--- src/rtl/dbg_display_select_pkg.sv ---
// Shared definitions for the debug display selector: mode encodings,
// default debounce sizing and the 16-bit half-word selector.
package dbg_display_select_pkg;

    typedef enum logic [1:0] {
        MODE_PC    = 2'd0,
        MODE_INSTR = 2'd1,
        MODE_REG   = 2'd2,
        MODE_CYC   = 2'd3
    } mode_e;

    // 10 ms at 100 MHz
    localparam int unsigned DEB_CYCLES_DEFAULT = 32'd1000000;
    localparam int unsigned DEB_W_DEFAULT      = 32'd20;

    // Pick the upper or lower half of a 32-bit debug word for the 4-digit display.
    function automatic logic [15:0] half_sel(input logic [31:0] word, input logic hi);
        logic [15:0] res;
        if (hi) begin
            res = word[31:16];
        end else begin
            res = word[15:0];
        end
        return res;
    endfunction

endpackage

--- src/rtl/dbg_display_select_btn_debounce.sv ---
// Push-button conditioner: 2-flop synchronizer, stability counter and a
// one-clock pulse on each accepted press (release produces no pulse).
module btn_debounce
    import dbg_display_select_pkg::*;
#(
    parameter int unsigned DEB_CYCLES = DEB_CYCLES_DEFAULT,
    parameter int unsigned DEB_W      = DEB_W_DEFAULT
) (
    input  logic clk,
    input  logic reset_n,
    input  logic btn_i,
    output logic pulse_o
);

    localparam logic [DEB_W-1:0] CNT_LAST = DEB_W'(DEB_CYCLES - 32'd1);
    localparam logic [DEB_W-1:0] CNT_ZERO = {DEB_W{1'b0}};
    localparam logic [DEB_W-1:0] CNT_ONE  = {{(DEB_W-1){1'b0}}, 1'b1};

    logic             sync1_q;
    logic             sync2_q;
    logic             level_q;
    logic             level_d;
    logic             pulse_q;
    logic             pulse_d;
    logic [DEB_W-1:0] cnt_q;
    logic [DEB_W-1:0] cnt_d;

    // Count consecutive samples that disagree with the accepted level; flip it on the last one.
    always_comb begin
        cnt_d   = cnt_q;
        level_d = level_q;
        pulse_d = 1'b0;
        if (sync2_q == level_q) begin
            cnt_d = CNT_ZERO;
        end else if (cnt_q == CNT_LAST) begin
            level_d = ~level_q;
            cnt_d   = CNT_ZERO;
            // only the press direction is reported
            pulse_d = sync2_q;
        end else begin
            cnt_d = cnt_q + CNT_ONE;
        end
    end

    // Synchronizer, accepted level, counter and registered press pulse.
    always_ff @(posedge clk or negedge reset_n) begin
        if (!reset_n) begin
            sync1_q <= 1'b0;
            sync2_q <= 1'b0;
            level_q <= 1'b0;
            cnt_q   <= CNT_ZERO;
            pulse_q <= 1'b0;
        end else begin
            sync1_q <= btn_i;
            sync2_q <= sync1_q;
            level_q <= level_d;
            cnt_q   <= cnt_d;
            pulse_q <= pulse_d;
        end
    end

    assign pulse_o = pulse_q;

endmodule

--- src/rtl/dbg_display_select.sv ---
// Chooses which 16-bit slice of the core's debug taps feeds the seven-segment
// scanner. Buttons cycle the mode, walk the register index and freeze the display.
module dbg_display_select
    import dbg_display_select_pkg::*;
#(
    parameter int unsigned DEB_CYCLES = DEB_CYCLES_DEFAULT,
    parameter int unsigned DEB_W      = DEB_W_DEFAULT
) (
    input  logic        clk,
    input  logic        reset_n,
    input  logic        btn_mode,
    input  logic        btn_step,
    input  logic        btn_hold,
    input  logic        sw_hi,
    input  logic [31:0] pc,
    input  logic [31:0] instr,
    output logic [4:0]  rf_addr,
    input  logic [31:0] rf_data,
    output logic [15:0] q_a,
    output logic [1:0]  mode,
    output logic        hold_led
);

    logic        mode_pulse_s;
    logic        step_pulse_s;
    logic        hold_pulse_s;
    logic [31:0] src_s;

    mode_e       mode_q;
    mode_e       mode_d;
    logic [4:0]  idx_q;
    logic [4:0]  idx_d;
    logic        frozen_q;
    logic        frozen_d;
    logic [31:0] cyc_q;
    logic [31:0] cyc_d;
    logic [15:0] q_a_q;
    logic [15:0] q_a_d;

    btn_debounce #(.DEB_CYCLES(DEB_CYCLES), .DEB_W(DEB_W)) u_deb_mode (
        .clk     (clk),
        .reset_n (reset_n),
        .btn_i   (btn_mode),
        .pulse_o (mode_pulse_s)
    );

    btn_debounce #(.DEB_CYCLES(DEB_CYCLES), .DEB_W(DEB_W)) u_deb_step (
        .clk     (clk),
        .reset_n (reset_n),
        .btn_i   (btn_step),
        .pulse_o (step_pulse_s)
    );

    btn_debounce #(.DEB_CYCLES(DEB_CYCLES), .DEB_W(DEB_W)) u_deb_hold (
        .clk     (clk),
        .reset_n (reset_n),
        .btn_i   (btn_hold),
        .pulse_o (hold_pulse_s)
    );

    // Next-state for mode, register index, freeze flag, cycle counter and the display word.
    always_comb begin
        mode_d   = mode_q;
        idx_d    = idx_q;
        frozen_d = frozen_q;
        cyc_d    = cyc_q + 32'd1;
        q_a_d    = q_a_q;
        src_s    = 32'd0;

        if (mode_pulse_s) begin
            mode_d = mode_e'(mode_q + 2'd1);
        end else begin
            mode_d = mode_q;
        end

        // step is qualified by the mode in force before this clock's update
        if (step_pulse_s && (mode_q == MODE_REG)) begin
            idx_d = idx_q + 5'd1;
        end else begin
            idx_d = idx_q;
        end

        if (hold_pulse_s) begin
            frozen_d = ~frozen_q;
        end else begin
            frozen_d = frozen_q;
        end

        case (mode_q)
            MODE_PC:    src_s = pc;
            MODE_INSTR: src_s = instr;
            MODE_REG:   src_s = rf_data;
            MODE_CYC:   src_s = cyc_q;
            default:    src_s = pc;
        endcase

        if (frozen_q) begin
            q_a_d = q_a_q;
        end else begin
            q_a_d = half_sel(src_s, sw_hi);
        end
    end

    // State registers; everything returns to zero on reset.
    always_ff @(posedge clk or negedge reset_n) begin
        if (!reset_n) begin
            mode_q   <= MODE_PC;
            idx_q    <= 5'd0;
            frozen_q <= 1'b0;
            cyc_q    <= 32'd0;
            q_a_q    <= 16'd0;
        end else begin
            mode_q   <= mode_d;
            idx_q    <= idx_d;
            frozen_q <= frozen_d;
            cyc_q    <= cyc_d;
            q_a_q    <= q_a_d;
        end
    end

    assign rf_addr  = idx_q;
    assign q_a      = q_a_q;
    assign mode     = mode_q;
    assign hold_led = frozen_q;

endmodule

--- config.mk ---
export PLATFORM = sky130hd
export DESIGN_NAME = dbg_display_select
export DESIGN_NICKNAME = d
export VERILOG_FILES = /design/src/rtl/dbg_display_select_pkg.sv /design/src/rtl/dbg_display_select_btn_debounce.sv /design/src/rtl/dbg_display_select.sv
export SDC_FILE = /design/constraint.sdc
export NUM_CORES = 1
export LEC_CHECK = 0
export ABC_AREA = 1
export BUFFER_PORTS_ARGS = -buffer_cell sky130_fd_sc_hd__clkbuf_2
export CORE_ASPECT_RATIO = 0.5
export CORE_UTILIZATION = 45
export CTS_BUF_LIST = sky130_fd_sc_hd__clkbuf_16
export DETAILED_ROUTE_END_ITERATION = 8
export PLACE_DENSITY = 0.66
export SLEW_MARGIN = 20
export SYNTH_ARGS = -nofsm -noshare
export SYNTH_HDL_FRONTEND = slang
export SYNTH_SLANG_ARGS = --single-unit
--- constraint.sdc ---
create_clock -name clk -period 1.8 [get_ports clk]
set_input_delay 0.18 -clock clk [delete_from_list [all_inputs] [get_ports clk]]
set_output_delay 0.18 -clock clk [all_outputs]
set_load 0.05 [all_outputs]
==> results.ini, run 1 <==
[worst_setup_path]
worstSetupPathType = reg2reg
required_ps = 2100
slowest_stage = dfrtp_2
cp-end-kind = flop
cpLargestDelayFamily = flip-flops
cp_max_fo = 18
crit_path_max_incr_delay_ps = 440
worstSetupStartpointType = flop
worst_path_most_repeated_cell = nand2_1
path_cells = ha_1 > buf_4 > a21oi_1 > nand3_1 > nand2_1 > nand2_1 > nand3_1 > nand2_1
crit_buf_inv = 1
cp_data_arrival_time_ps = 1920

[cts]
cts_buffers = 17
cts_setup_buffers = 0
clkSinkCount = 128
clk_pin_slew_ps = 60
worstSkewPairLatency_ps = 410
cts_tree = yes
cts_root_buffer = clkbuf_16
cts_buffer_depth = 2
cts_max_level = 4

[yosys]
yosysWarnings = 0
synth_xor_area_share_pct = 6.68
synth_top_family_by_area = simple AND/OR/NAND/NOR gates
synth.most_common_cell = nand2_1
synth.area.mux_share_pct = 0.151
synth_cell_type_count = 33
synthTopCellsByArea = dfrtp_1 (43%), nand2_1 (16%), nor2_1 (7.6%)
synth_area_sq_um = 7430
synthSimpleGateAreaFrac_pct = 37.5
synth_area_per_cell_sq_um = 7.31
async_flop_share_pct = 100
syn-num-nets = 1128
synth-seq-cells = 128
yosysSeqAreaShare_pct = 43.1
synth_cells = 1017
synth_adder_area_share_pct = 1.51
synth.cells.most_frequent = nand2_1 (314), nor2_1 (151), dfrtp_1 (128), nand3_1 (109), inv_1 (81)
synth_top_area_share_pct = 43.1
ys.flop_type = dfrtp_1
synth_top_area_cell = dfrtp_1
synth_edf_count = 0
synth_compound_area_share_pct = 5.12

[finish]
fill_cells = 1502
stdcell_area_sq_um = 8990
n_antenna_cell = 0
final_util_pct = 57.0
seq_area_sq_um = 3210
final_cells = 1390
nNetsFinal = 1267
area_delta_synth_final_pct = 20.9
drive_gt1_share_pct = 18.6
multi_input_area_sq_um = 3800

[placed_design]
dp.cells = 1354
gp_congestion = 0.954
dp_hpwl_mm = 14.5
port_buffers = 125
placed_cell_area_sq_um = 8410
post-place-ws_ps = 157

[floorplanning]
ios = 126
start_util_pct = 47.1
coreArea_sq_um = 15800
row_count = 32
die_w_microns = 184
die-area_sq_um = 17100
die_h_microns = 92.9

[route]
dr.pass1.iters = 5
routed_wl_mm = 19.3
drc = 0
antenna_left = 0
drtIter0Drc = 465
vias = 7001
drt-vias-per-instance = 5.04
wl_per_cell_microns = 13.8

[timing]
setup-violations-final = 0
slew_headroom_pct = 67.7
clock_skew_ps = 5.72
finalCriticalPeriod_ps = 1620
hold_ws_ps = 105
rsz0062_at_grt = false
worstMarginPinSlew_ps = 484
hold_violations = 0
fin_crit_sh_pct = 90.0
finalWorstSetupSlack_ps = 181
fmax_mhz = 618
slew_violations = 0
setup_tns_ps = 0

[global_routing]
overflow = 0
antenna_found_initial = 0
grt_pass1_wl_mm = 31.6
track_usage_pct = 23.7
grt_max_degree = 35
grt_pass1_vias = 6589

[power]
finalPower_mw = 6.55
peakVddDrop_mv = 0.616
powerDensity_nw_per_um2 = 729
power_leakage_nw = 4.22

[flow_run]
timing.max_cap.violations = 0

[min_path]
min_path_type = in2reg

[status]
status = completed

[path summary, 6_finish.rpt]
kind                               startpoint                    to  slack [ps]  cells past startpoint
setup / recovery                      mode[0]                q_a[7]         180                      8
hold / removal                         pc[14]               q_a[14]         100                      5
setup reg to reg                      mode[0]                q_a[7]         180                      8
hold reg to reg            u_deb_step.sync1_q    u_deb_step.sync2_q         350                      0
max in group asynchronous             reset_n             cyc_q[10]         960                      3
min in group asynchronous             reset_n  u_deb_mode.cnt_q[16]         270                      2
[logic make-up after synthesis]
group           after synthesis
fa+ha+maj                     9
simple gates                643
xor+xnor                     55
mux                           1
compound gates               68
flops                       128
buf+inv                     113
[registers in the layout (all words and copies together) (netlist names), 2 cells and up]
| name | cells |
|---|---|
| u_deb_hold.cnt_q | 20 |
| q_a | 16 |
| cyc_q | 32 |
| u_deb_mode.cnt_q | 20 |
| rf_addr | 5 |
| mode | 2 |
| u_deb_step.cnt_q | 20 |
[area by class of cell]
cell class	instances	area share, %
multi-input combinational	776	42.3
sequential	128	35.7
timing repair buffer	144	9.38
clock buffer	17	4.73
inverter	89	3.72
tap	221	3.08
clock inverter	15	1.11
[layer usage]
layer | vias up | track usage (%) | part of all wire, %
met4 | 0 | 7.85 | 1.6
met5 | - | 0 | 0
met3 | 26 | 5.11 | 5.5
li1 | 3510 | - | -
met1 | 3271 | 30.9 | 45
met2 | 194 | 39.3 | 48
[placed cells by master (no fill, tap or decap), types with 9 or more instances in the layout]
cell       synthesis  layout
buf_4              0      11
nor2_1           151     151
a21oi_1           41      41
xnor2_1           12      12
nor3_1            17      17
xor2_1            41      41
clkbuf_16          0      17
o211ai_1          14      14
nand4_1           10      10
clkbuf_2           0     124
ha_1               9       9
dfrtp_1          128     126
inv_1             81      83
nand2_1          314     314
nand3_1          109     109
nor2_2            15      15
[worst reg2reg max path: stages, from the launching register on]
cell     delay [ps]
dfrtp_2         440
ha_1            230
buf_4           200
a21oi_1         230
nand3_1         100
nand2_1         110
nand2_1          60
nand3_1          80
nand2_1          60
[power by group]
part / internal, mW / switching, mW
logic: 0.193 / 0.343
registers: 2.93 / 0.0351
clock network: 1.75 / 1.31
[what timing repair did]
action	CTS	global route
endpoints found under the hold margin	34	0
resized for setup	0	2
hold buffers	4	0
setup endpoints to repair	0	7
Note: power is estimated with default switching activity, not from simulation.
==> inputs of run 2 (changes only) <==
Settings changed: ABC_AREA 1 to not set, PLACE_DENSITY 0.66 to 0.67.
==> results.ini, run 2 <==
[status]
status = completed  ; unchanged

[global_routing]
grt_pass1_vias = 5555  ; was 6589
grtUsageMet2_pct = 38.6  ; was 39.3%
top_usage_layer = met2  ; unchanged
globalRouteMet1Util_pct = 29.6  ; was 30.9%
track_usage_pct = 22.8  ; was 23.7%
grt_pass1_wl_mm = 27.5  ; was 31.6 mm
grt_max_degree = 49  ; was 35
use_met3_pct = 5.93  ; was 5.11%
overflow = 0  ; unchanged
antenna_found_initial = 0  ; unchanged

[cts]
cts_max_level = 4  ; unchanged
clk_pin_slew_ps = 60  ; about the same
cts_buffer_depth = 2  ; unchanged
cts_buffers = 17  ; unchanged
cts_tree = yes  ; unchanged
worstSkewPairLatency_ps = 410  ; about the same
clkSinkCount = 128  ; unchanged
cts_root_buffer = clkbuf_16  ; unchanged

[route]
drc = 0  ; unchanged
routed_wl_mm = 17.3  ; was 19.3 mm
wl_per_cell_microns = 16.4  ; was 13.8 microns
drt-vias-per-instance = 5.48  ; was 5.04
antenna_left = 0  ; unchanged
vias = 5786  ; was 7001
drtIter0Drc = 245  ; was 465
dr.pass1.iters = 4  ; was 5

[placed_design]
dp.cells = 1015  ; was 1354
port_buffers = 125  ; unchanged
dp_hpwl_mm = 11.8  ; was 14.5 mm
gp_congestion = 0.859  ; was 0.954

[yosys]
synth-seq-cells = 128  ; unchanged
synth_top_area_share_pct = 47.7  ; was 43.1%
synth_area_per_cell_sq_um = 10.1  ; was 7.31 sq um
synth.cells.most_frequent = dfrtp_1 (128), a21oi_1 (50), nor2_1 (46), nand2_1 (45), xnor2_1 (41)  ; was nand2_1 (314), nor2_1 (151), dfrtp_1 (128), nand3_1 (109), inv_1 (81)
synth_cell_type_count = 44  ; was 33
yosysSeqAreaShare_pct = 47.7  ; was 43.1%
ys.flop_type = dfrtp_1  ; unchanged
synth.most_common_cell = dfrtp_1  ; was nand2_1
synth_edf_count = 0  ; unchanged
syn-num-nets = 775  ; was 1128
synth_area_sq_um = 6720  ; was 7430 sq um
synth_top_area_cell = dfrtp_1  ; unchanged
synthTopCellsByArea = dfrtp_1 (48%), xnor2_1 (5.3%), xor2_1 (4.4%)  ; was dfrtp_1 (43%), nand2_1 (16%), nor2_1 (7.6%)
synth_cells = 664  ; was 1017
async_flop_share_pct = 100  ; unchanged
yosysWarnings = 0  ; unchanged

[power]
finalPower_mw = 7.24  ; was 6.55 mW
powerDensity_nw_per_um2 = 812  ; was 729 nW/um^2
power_leakage_nw = 3.91  ; was 4.22 nW
peakVddDrop_mv = 0.520  ; was 0.616 mV

[timing]
setup_tns_ps = 0  ; unchanged
hold_violations = 0  ; unchanged
finalCriticalPeriod_ps = 1760  ; was 1620 ps
worstMarginPinSlew_ps = 440  ; was 484 ps
hold_ws_ps = 198  ; was 105 ps
slew_headroom_pct = 70.4  ; was 67.7%
slew_violations = 0  ; unchanged
setup-violations-final = 0  ; unchanged
fin_crit_sh_pct = 97.7  ; was 90.0%
clock_skew_ps = 10.3  ; was 5.72 ps
fmax_mhz = 569  ; was 618 MHz

[worst_setup_path]
reg2reg_from = mode[1]  ; was mode[0]
worstSetupStartpointType = flop  ; unchanged
required_ps = 2130  ; was 2100 ps
startpoint = mode[1]  ; was mode[0]
worstSetupPathType = reg2reg  ; unchanged
cp-end-kind = flop  ; unchanged
cp_data_arrival_time_ps = 2090  ; was 1920 ps
cp_max_fo = 13  ; was 18

[floorplanning]
row_count = 31  ; was 32
die_h_microns = 88.4  ; was 92.9 microns
ios = 126  ; unchanged
coreArea_sq_um = 14500  ; was 15800 sq um
start_util_pct = 46.3  ; was 47.1%
die_w_microns = 175  ; was 184 microns
die-area_sq_um = 15400  ; was 17100 sq um

[finish]
final_cells = 1055  ; was 1390
drive_gt1_share_pct = 32.4  ; was 18.6%
largest_reg_flops = 32  ; unchanged
nNetsFinal = 955  ; was 1267
area_delta_synth_final_pct = 32.7  ; was 20.9%
final_cell_mix = dfrtp_1 (126), clkbuf_2 (124), buf_4 (54)  ; was nand2_1 (314), nor2_1 (151), dfrtp_1 (126)
regMostFlops = cyc_q  ; unchanged
final_common_cell = dfrtp_1  ; was nand2_1
n_antenna_cell = 0  ; unchanged

[min_path]
min_path_type = in2reg  ; unchanged
hold_path.startpoint = pc[2]  ; was pc[14]

[flow_run]
timing.max_cap.violations = 0  ; unchanged

==> run 2: changes by cell type in the layout (fill, tap and decap cells not counted), sizes merged, moves of 17 or more <==
cell	previous run	this run
nor2b	0	17
nor2	169	46
nand2	321	45
inv	93	14
nand3	115	38
mux2	1	20
buf	16	62
xnor2	12	41
==> run 2: kinds of logic (layout without fill, tap and decap cells) <==
| group | after synthesis | in the layout | share of synthesized area, % |
|---|---|---|---|
| compound gates | 136 | 136 | 14.2 |
| mux | 20 | 20 | 3.35 |
| xor+xnor | 75 | 75 | 9.78 |
| simple gates | 253 | 253 | 20.7 |
| flops | 128 | 128 | 47.7 |
| buf+inv | 43 | 236 | 2.55 |
| fa+ha+maj | 9 | 9 | 1.68 |
==> run 2: critical path, cell delays in order, from the launching register on <==
cell      delay [ps]
dfrtp_2          440
inv_2             90
ha_4             170
buf_12           140
buf_4            160
a22o_1           160
a211oi_2          40
a311o_1          320
a21oi_2          150
==> run 2: metal layers <==
layer  up-vias  share of wire [%]
met5         -                  0
met4         0                1.2
met3        19                5.1
met2       131                 49
met1      2840                 45
li1       2796                  -
==> run 2: worst paths after layout <==
path | endpoint | slack (ps) | depth (start not counted)
worst min-delay path | q_a[2] | 200 | 4
worst max register to register | q_a[12] | 40 | 8
min in group asynchronous | q_a[0] | 250 | 2
worst min register to register | u_deb_step.sync2_q | 350 | 0
max in group asynchronous | u_deb_mode.cnt_q[13] | 970 | 3
worst max-delay path | q_a[12] | 40 | 8
==> run 2: where the power goes <==
part | total, mW | switching (mW) | internal [mW]
sequential | 2.97 | 0.0397 | 2.93
clock | 3.75 | 1.30 | 2.45
combinational | 0.519 | 0.307 | 0.212
total | 7.24 | 1.65 | 5.59
==> run 2: what timing repair did <==
action | CTS | global route
buffers inserted | 0 | 2
pin swaps | 0 | 5
endpoints found under the hold margin | 27 | 0
gates cloned | 2 | 0
setup endpoints to repair | 3 | 54
hold buffers | 4 | 0
resized for setup | 7 | 20
==> run 2: stage by stage <==
step,instance area (sq um),utilization [%],setup slack (ps)
finish,8920,61.5,42.0
global route,8920,61.5,-42.2
CTS,8820,60.8,0.672
detailed placement,8030,55.4,-44.2
global placement,8030,55.4,-28.9
floorplan,6750,-,9.91
==> run 2: area by class of cell <==
type | instances | area, sq um
Fill cell | 1204 | 5590
Multi-Input combinational cell | 493 | 3480
Sequential cell | 128 | 3210
Timing Repair Buffer | 192 | 1290
Clock buffer | 17 | 425
Tap cell | 198 | 248
Clock inverter | 15 | 218
Inverter | 12 | 45.0
==> inputs of run 3 (changes only) <==
Settings changed: BUFFER_PORTS_ARGS -buffer_cell sky130_fd_sc_hd__clkbuf_2 to not set, DONT_BUFFER_PORTS set to 1, PLACE_DENSITY 0.67 to not set.
==> results.ini, run 3 (synthesis gave the netlist of run 2 again) <==
[worst_setup_path]
reg2reg_to = u_deb_step.cnt_q[8]  ; was q_a[12]
rrSetupSlack_ps = -8  ; was 40 ps
slowest_stage = or4b_4  ; was dfrtp_2
worst_path_most_repeated_cell = buf_6
crit_buf_inv = 2  ; was 3
required_ps = 2090  ; was 2130 ps
worstRegToRegCells = 6  ; was 8
worstSetupStartpointType = flop  ; unchanged
cp_data_arrival_time_ps = 2100  ; was 2090 ps
cp-end-kind = flop  ; unchanged
crit_path_max_incr_delay_ps = 540  ; was 440 ps
cp_max_fo = 9  ; was 13
cpLargestDelayFamily = simple AND/OR/NAND/NOR gates  ; was compound AO/OA/AOI/OAI gates
path_cells = nand3_2 > or4b_4 > buf_6 > o31ai_4 > buf_6 > nor2_1  ; was inv_2 > ha_4 > buf_12 > buf_4 > a22o_1 > a211oi_2 > a311o_1 > a21oi_2
reg2reg_from = u_deb_step.cnt_q[18]  ; was mode[1]
worstSetupPathType = reg2reg  ; unchanged

[floorplanning]
coreArea_sq_um = 14500  ; unchanged
die_w_microns = 175  ; unchanged
ios = 126  ; unchanged
die-area_sq_um = 15400  ; unchanged
die_h_microns = 88.4  ; unchanged
row_count = 31  ; unchanged
start_util_pct = 46.3  ; unchanged

[cts]
cts_root_buffer = clkbuf_16  ; unchanged
worstSkewPairLatency_ps = 410  ; about the same
cts_tree = yes  ; unchanged
cts_buffer_depth = 2  ; unchanged
cts_buffers = 17  ; unchanged
cts_hold_buffers = 4  ; unchanged
cts_max_level = 4  ; unchanged
clkSinkCount = 128  ; unchanged
clk_pin_slew_ps = 60  ; about the same

[route]
dr.pass1.iters = 4  ; unchanged
vias = 5317  ; was 5786
drt-vias-per-instance = 5.64  ; was 5.48
drc = 0  ; unchanged
antenna_left = 0  ; unchanged
wl_per_cell_microns = 17.9  ; was 16.4 microns
routed_wl_mm = 16.9  ; was 17.3 mm
drtIter0Drc = 391  ; was 245

[power]
p_int_mw = 5.06  ; was 5.59 mW
switching_share_pct = 23.4  ; was 22.7%
power_frac_seq_pct = 46.3  ; was 41.0%
combPwrFrac_pct = 3.0  ; was 7.2%
power_leakage_nw = 3.41  ; was 3.91 nW
powerDensity_nw_per_um2 = 801  ; was 812 nW/um^2
p_switching_mw = 1.55  ; was 1.65 mW
peakVddDrop_mv = 0.649  ; was 0.520 mV
clkPwrFrac_pct = 50.6  ; was 51.8%
finalPower_mw = 6.61  ; was 7.24 mW

[finish]
area_delta_synth_final_pct = 23.0  ; was 32.7%
final_cells = 943  ; was 1055
nNetsFinal = 843  ; was 955
regMostFlops = cyc_q  ; unchanged
drive_gt1_share_pct = 21.7  ; was 32.4%
stdcell_area_sq_um = 8260  ; was 8920 sq um
largest_reg_flops = 32  ; unchanged
final_util_pct = 56.9  ; was 61.5%
final_common_cell = dfrtp_1  ; unchanged
final_cell_mix = dfrtp_1 (124), buf_4 (64), nor2_1 (46), a21oi_1 (46), nand2_1 (44)  ; was dfrtp_1 (126), clkbuf_2 (124), buf_4 (54)
n_antenna_cell = 0  ; unchanged

[global_routing]
grt_max_degree = 129  ; was 49
grt_pass1_vias = 5222  ; was 5555
antenna_found_initial = 0  ; unchanged
grt_pass1_wl_mm = 25.9  ; was 27.5 mm
track_usage_pct = 21.5  ; was 22.8%
overflow = 0  ; unchanged

[timing]
worstMarginPinSlew_ps = 570  ; was 440 ps
rsz0062_at_grt = true
clock_skew_ps = 8.08  ; was 10.3 ps
fmax_mhz = 553  ; was 569 MHz
setup_tns_ps = -13.5  ; was 0 ps
finalWorstSetupSlack_ps = -7.97  ; was 42.0 ps
slew_violations = 0  ; unchanged
setup-violations-final = 3  ; was 0
hold_ws_ps = -534  ; was 198 ps
hold_violations = 128  ; was 0
finalCriticalPeriod_ps = 1810  ; was 1760 ps
slew_headroom_pct = 62.0  ; was 70.4%
fin_crit_sh_pct = 100  ; was 97.7%

[placed_design]
dp.cells = 897  ; was 1015
post-place-ws_ps = -1.56  ; was -44.2 ps
dp_hpwl_mm = 11.1  ; was 11.8 mm
gp_congestion = 0.837  ; was 0.859
placed_cell_area_sq_um = 7430  ; was 8030 sq um
port_buffers = 0  ; was 125

[status]
status = finished, violations left  ; was completed
violations = negative hold slack, negative setup slack

[min_path]
min_path_type = in2async  ; was in2reg

[flow_run]
timing.max_cap.violations = 0  ; unchanged

==> run 3: changes by cell type in the layout (fill, tap and decap cells not counted), sizes merged, moves of 2 or more <==
cell	before	now
clkbuf	141	19
buf	62	74
clkinv	3	7
bufinv	5	2
bufbuf	2	0
clkinvlp	5	3
==> run 3: power by group through the flow <==
stage	Sequential [mW]	Clock, mW	Combinational, mW
3_5_place_dp	3.12	0	0.182
6_report	3.07	3.35	0.200
2_1_floorplan	3.11	0	0.138
4_1_cts	3.06	3.42	0.194
5_1_grt	3.07	3.57	0.222
3_3_place_gp	3.12	0	0.180
==> run 3: repair_timing <==
action                                 CTS  global route
gates cloned                             0             3
setup endpoints to repair                6            54
pin swaps                                0             5
setup buffers                            1             6
resized for setup                        5            23
endpoints found under the hold margin  132           128
==> run 3: area by class of cell <==
cell class                 instances  area [sq um]
fill                            1241          6250
multi-input combinational        493          3450
sequential                       128          3210
timing repair buffer              80           736
clock buffer                      17           425
tap                              198           248
clock inverter                    15           145
inverter                          12          45.0
==> run 3: worst max-delay path by stage <==
| stage | cells after the start | start | slack, ps | end |
|---|---|---|---|---|
| floorplan | 6 | u_deb_hold.cnt_q[0] | 10 | u_deb_hold.cnt_q[10] |
| global placement | 7 | mode[0] | 20 | q_a[15] |
| detailed placement | 4 | u_deb_mode.cnt_q[5] | -2 | u_deb_mode.cnt_q[18] |
| CTS | 4 | u_deb_mode.cnt_q[5] | 0.3 | u_deb_mode.cnt_q[18] |
| global route | 6 | u_deb_step.cnt_q[18] | -70 | u_deb_step.cnt_q[7] |
| finish | 6 | u_deb_step.cnt_q[18] | -8 | u_deb_step.cnt_q[8] |
==> run 3: per-layer routing <==
layer	part of all wire [%]	up-vias	global-route usage (%)	routed length, microns
met5	0	-	0	0
met4	1.0	0	6.01	177
met2	49	129	37.6	8300
li1	-	2590	-	-
met1	46	2583	27.0	7710
met3	4.2	15	5.07	703
